### src/rtl/bcd_digit_chain.sv
// Cascaded BCD digit counter fed by an upstream decade-counter carry.
// Adds clear/load/enable control and a valid/ready snapshot port.
module bcd_digit_chain #(
    parameter  int DIGITS = 4,
    localparam int CW     = 4 * DIGITS
) (
    input  logic          clk,
    input  logic          rst,
    input  logic          en,
    input  logic          tick_in,
    input  logic          clr,
    input  logic          load,
    input  logic [CW-1:0] load_val,
    output logic [CW-1:0] cnt,
    output logic          ovf,
    output logic          load_err,
    input  logic          snap_req,
    output logic [CW-1:0] snap_data,
    output logic          snap_valid,
    input  logic          snap_ready,
    output logic          snap_miss
);

    typedef enum logic {
        S_EMPTY,
        S_FULL
    } snap_state_t;

    logic [CW-1:0] cnt_q, cnt_d;
    logic          ovf_q, ovf_d;
    logic          load_err_q, load_err_d;
    logic [CW-1:0] snap_data_q, snap_data_d;
    logic          snap_miss_q, snap_miss_d;
    snap_state_t   state_q, state_d;

    logic [CW-1:0] inc_val;
    logic          inc_wrap;
    logic [CW-1:0] load_clean;
    logic          load_bad;

    // Ripple a +1 through the digits; carry out of the top digit is a wrap.
    always_comb begin
        logic       carry;
        logic [3:0] dig;
        inc_val = cnt_q;
        carry   = 1'b1;
        for (int i = 0; i < DIGITS; i++) begin
            dig = cnt_q[4*i +: 4];
            if (carry) begin
                if (dig == 4'd9) begin
                    inc_val[4*i +: 4] = 4'd0;
                end else begin
                    inc_val[4*i +: 4] = dig + 4'd1;
                    carry = 1'b0;
                end
            end
        end
        inc_wrap = carry;
    end

    // Replace any non-BCD load digit with 0 and flag it.
    always_comb begin
        load_clean = load_val;
        load_bad   = 1'b0;
        for (int i = 0; i < DIGITS; i++) begin
            if (load_val[4*i +: 4] > 4'd9) begin
                load_clean[4*i +: 4] = 4'd0;
                load_bad = 1'b1;
            end
        end
    end

    // Count next-state: clr > load > accepted tick > hold.
    always_comb begin
        cnt_d      = cnt_q;
        ovf_d      = 1'b0;
        load_err_d = 1'b0;
        if (clr) begin
            cnt_d = '0;
        end else if (load) begin
            cnt_d      = load_clean;
            load_err_d = load_bad;
        end else if (en && tick_in) begin
            cnt_d = inc_val;
            ovf_d = inc_wrap;
        end
    end

    // Snapshot FSM; captures the pre-update count of the request cycle.
    always_comb begin
        state_d     = state_q;
        snap_data_d = snap_data_q;
        snap_miss_d = snap_miss_q & ~clr;
        unique case (state_q)
            S_EMPTY: begin
                if (snap_req) begin
                    snap_data_d = cnt_q;
                    state_d     = S_FULL;
                end
            end
            S_FULL: begin
                if (snap_ready) begin
                    if (snap_req) begin
                        snap_data_d = cnt_q;
                    end else begin
                        state_d = S_EMPTY;
                    end
                end else if (snap_req) begin
                    snap_miss_d = 1'b1;
                end
            end
            default: state_d = S_EMPTY;
        endcase
    end

    // State registers with synchronous reset.
    always_ff @(posedge clk) begin
        if (rst) begin
            cnt_q       <= '0;
            ovf_q       <= 1'b0;
            load_err_q  <= 1'b0;
            snap_data_q <= '0;
            snap_miss_q <= 1'b0;
            state_q     <= S_EMPTY;
        end else begin
            cnt_q       <= cnt_d;
            ovf_q       <= ovf_d;
            load_err_q  <= load_err_d;
            snap_data_q <= snap_data_d;
            snap_miss_q <= snap_miss_d;
            state_q     <= state_d;
        end
    end

    assign cnt        = cnt_q;
    assign ovf        = ovf_q;
    assign load_err   = load_err_q;
    assign snap_data  = snap_data_q;
    assign snap_valid = (state_q == S_FULL);
    assign snap_miss  = snap_miss_q;

endmodule

### config.mk
export PLATFORM = sky130hd
export DESIGN_NAME = bcd_digit_chain
export DESIGN_NICKNAME = d
export VERILOG_FILES = /design/src/rtl/bcd_digit_chain.sv
export SDC_FILE = /design/constraint.sdc
export NUM_CORES = 1
export LEC_CHECK = 0
export ABC_AREA = 1
export ABC_CLOCK_PERIOD_IN_PS = 2300
export CORE_MARGIN = 5
export CORE_UTILIZATION = 33
export DETAILED_ROUTE_END_ITERATION = 16
export PLACE_DENSITY_LB_ADDON = 0.25
export SYNTH_ARGS = -nofsm -noshare
export SYNTH_HDL_FRONTEND = slang
export SYNTH_SLANG_ARGS = --single-unit
### constraint.sdc
create_clock -name clk -period 2.3 [get_ports clk]
set_input_delay 0.46 -clock clk [delete_from_list [all_inputs] [get_ports clk]]
set_output_delay 0.46 -clock clk [all_outputs]
set_load 0.05 [all_outputs]
# Word level (Yosys, flattened, before mapping)
# Cells that the tools add are included.
dict set report word_totals {
  register_bits 36
  input_bits 24
  wordCells 71
  output_inout_bits 36
}
dict set report classes {
  reduce_logical 11
  mux 32
  n_addsub 4
  bitwise_logic 6
  n_lt_le_gt_ge 4
  eq_ne 5
}
# op count
set ops {}
lappend ops {{2-to-1 mux 16 bit} 4}
lappend ops {{2-to-1 mux 4 bit} 11}
lappend ops {{one-hot mux 16 bit (2 select lines)} 1}
lappend ops {{adder 4 x 1 -> 4 bit, second input constant} 4}
lappend ops {{== test 4 bit, second input constant} 4}
lappend ops {{> comparator 4 bit, second input constant} 4}
lappend ops {{2-to-1 mux 1 bit} 15}
lappend ops {{nonzero test 2 bit} 4}
lappend ops {{AND reduction 2 bit} 3}
lappend ops {{inverter 1 bit} 5}
lappend ops {{OR reduction 5 bit} 1}
lappend ops {{OR reduction 3 bit} 1}
lappend ops {{inequality test 2 bit, second input constant} 1}
lappend ops {{one-hot mux 1 bit (2 select lines)} 1}
lappend ops {{OR reduction 2 bit} 1}
lappend ops {{bitwise AND 1 bit} 1}
lappend ops {{logical AND 1 bit} 1}

# Longest topological paths before layout
dict set report depth {
  depth_word 7
  ltp_mapped 9
  mapped_depth_nobuf 9
}

# Worst setup path after synthesis
# No wires, ideal clock.
dict set report synth_timing {
  path_type {flip-flop to flip-flop}
  startpoint {register cnt_q[7], in the netlist cnt[7]}
  endpoint {register cnt_q[15], in the netlist cnt[15]}
  stages_incl_launch_ff 10
  arrival_ps 1416
  setup_slack_ps 773
  path_cell_list {dfxtp_1 > inv_1 > nor2_1 > nand2_2 > nor2_2 > nand2_2 > nand2_4 > inv_1 > nor2_1 > nor2_1}
}
dict set report synth_via {
  elab_chain_len 6
}
# item line_no
set synth_rtl {}
lappend synth_rtl {{start: declaration} 29} ;# logic [CW-1:0] cnt_q, cnt_d;
lappend synth_rtl {{start signal: assignment} 126} ;# cnt_q <= cnt_d;
lappend synth_rtl {{== test 4 bit} 50} ;# if (dig == 4'd9) begin
lappend synth_rtl {{2-to-1 mux 1 bit} 50}
lappend synth_rtl {{2-to-1 mux 1 bit (2 in series)} 49} ;# if (carry) begin
lappend synth_rtl {{nonzero test 2 bit (no line)} n/a}
lappend synth_rtl {{AND reduction 2 bit (no line)} n/a}
# Every way passes these cells.
# A chain may end at the register's enable or synchronous reset.

# Worst setup path in the final report
dict set report layout_timing {
  startpoint {register cnt_q[9], in the netlist cnt[9]}
  endpoint {output port cnt[9]}
}
# item line_no
set layout_rtl {}
lappend layout_rtl {{end: declaration} 14} ;# output logic [CW-1:0] cnt,
# No word-level cell between the ends.

==> flow_summary.ini <==
[outcome]
outcome = finished, final reports clean

[drt]
vias_per_cell = 4.71
dr.pass1.iters = 4
detail-route-antenna-nets = 0
drt_iter0_markers = 121
wirelength_um = 4680
wl_per_cell_um = 11.9
num_vias = 1854
drc = 0

[layout]
drive_gt1_share_pct = 9.88
finalNetCount = 348
area_growth_pct = 44.0
n_antenna_cell = 0
final_area_um2 = 2550

[sta]
maxSlewHeadroom_pct = 66.4
worstMarginPinSlew_ns = 0.503
rsz0062_at_grt = no
hold-worst-slack_ns = 0.468
fin_setup_tns_ns = 0
hold_viol = 0
fmax_mhz = 487
setup_viol = 0
final_max_slew_viol_count = 0
post-route-period-util_pct = 89.3
fin_crit_ns = 2.05
skew_ns = 0.00402

[floorplan]
die_w_um = 83.2
fp.dieH_um = 83.2
num_io_pins = 60
coreArea_um2 = 5170
rows = 26
initial_core_util_pct = 34.2
die_area_um2 = 6930

[clocking]
cts-root-buf = clkbuf_8
clock_sinks = 36
cts_hold_buffers = 0
cts_buffers = 5
clock_latency_ns = 0.28
cts_tree = done
cts.reportedPaths.clkPinSlew_ns = 0.07
clockBufferDepth = 2
cts_resized = 0
h-tree-depth = 2
cts_setup_buffers = 0

[logic_synthesis]
yosysMostFrequentCell = nand2_1
syn_inst = 260
avgSynthCellArea_um2 = 6.81
ys_ff_latch = 36
yosys-top-cells-area = dfxtp_1, nand2_1, o21ai_0, nand3_1, a21oi_1
ys_seq_area_share_pct = 40.7
synth_area_um2 = 1770
yosysWarnings = 0
synth_common_cells = nand2_1, dfxtp_1, nor2_1
synth_cell_type_count = 27
ys.flop_type = dfxtp_1
synth-edff-count = 0
syn_nets = 284
synth_top_area_cell = dfxtp_1
synthArstFlopShare_pct = 0
yosysTopAreaCellShare_pct = 40.7

[grt]
antenna_found_initial = 0
grt_max_degree = 22
grtUsageTotal_pct = 14.2
grt_pass1_wl_um = 8190
grt_pass1_vias = 1821
gr-total-overflow = 0

[power_and_ir_drop]
vdd_ir_drop_max_mv = 0.195
pwr-share-comb_pct = 22.9
p_int_uw = 1050
p_total_uw = 1490
pwr-share-clk_pct = 32.1
pwr-share-seq_pct = 45.0
power_density_nw_per_um2 = 586
p_switching_uw = 447
p_sw_share_pct = 30.0
p_leak_uw = 0.00103

[setup_path]
startpoint = cnt[9]
slowest_delay_ns = 0.85
rr_worst_depth = 9
arrival_ns = 1.59
path_buf_inv = 1
r2r-start = cnt[7]
crit_slowest_cell = clkdlybuf4s50_1
setup.worst_path.start_class = flip-flop
cp_top_family = buffers and inverters
crit_required_ns = 1.84
crit_cells = 1
endpoint_kind = output pin
setup.worst_path.class = flip-flop to output pin
worst-path-max-fanout = 6
worstPathCellList = clkdlybuf4s50_1

[placement]
place_hpwl_um = 3550
gp_routability_congestion = 0.879
io_buffers = 59
postPlaceCellArea_um2 = 2450

[hold_path]
hp-start = snap_miss
min_delay_path_depth = 1
hp-class = flip-flop to flip-flop

[flow_run]
cap_violations = 0
==> sequential cells by signal, indices dropped and copies added, names as in the netlist <==
name        flops
snap_data      16
ovf             1
cnt            16
snap_valid      1
load_err        1
snap_miss       1
==> power groups by stage <==
stage	Sequential, µW	Clock, µW	Combinational (µW)
floorplan	786	0	109
global placement	686	0	342
detailed placement	686	0	343
CTS	672	496	344
global route	677	519	371
finish	672	480	342
==> routing by layer <==
metal	vias to the layer above	global-route usage [%]	share of wire (%)
met3	9	4.65	6.1
met1	811	18.4	49
li1	984	-	-
met4	0	4.61	1.7
met2	50	22.2	43
met5	-	0	0
==> cell families after synthesis <==
| logic type | synth area share, % |
|---|---|
| xor gates and xnor gates | 1.48 |
| AOI/OAI and AO/OA | 17.2 |
| DFF | 40.7 |
| buffers and inverters | 8.62 |
| and+or+nand+nor | 32.0 |
==> through the flow <==
stage / utilization [%] / std cells / setup WS, ns
floorplan: - / 260 / 0.773
global placement: 47.4 / 387 / 0.543
detailed placement: 47.4 / 387 / 0.515
CTS: 49.3 / 394 / 0.235
global route: 49.3 / 394 / 0.200
finish: 49.3 / 394 / 0.246
==> layout make-up <==
cell class                      count  area, µm²
Clock buffer                        7       96.3
Fill cell                         523       2620
Inverter                           30        113
Multi-Input combinational cell    186        897
Sequential cell                    36        721
Tap cell                           70       87.6
Timing Repair Buffer               65        636
==> cell usage in the layout (no fill, tap or decap) <==
cell type and count:
clkdlybuf4s50_1 59, nand2_1 47, dfxtp_1 36, nor2_1 31
o21ai_0 30, nand3_1 27, inv_1 25, a21oi_1 24
clkbuf_8 7, nand2_2 6, buf_4 6, nor2_2 5
inv_2 4, xor2_1 3, nand4_1 3, o21ai_2 1
nor2_4 1, nand3_2 1, clkinv_1 1, nor3_1 1
nand2_4 1, nand3b_1 1, o211ai_1 1, nor4_1 1
a211oi_1 1, a32o_1 1
==> path summary, 6_finish.rpt <==
| check | to | slack [ns] |
|---|---|---|
| worst min register to register | snap_miss | 0.47 |
| worst min-delay path | snap_miss | 0.47 |
| worst max register to register | cnt[12] | 1.03 |
| worst max-delay path | cnt[9] | 0.25 |
(Power assumes the default switching activity.)
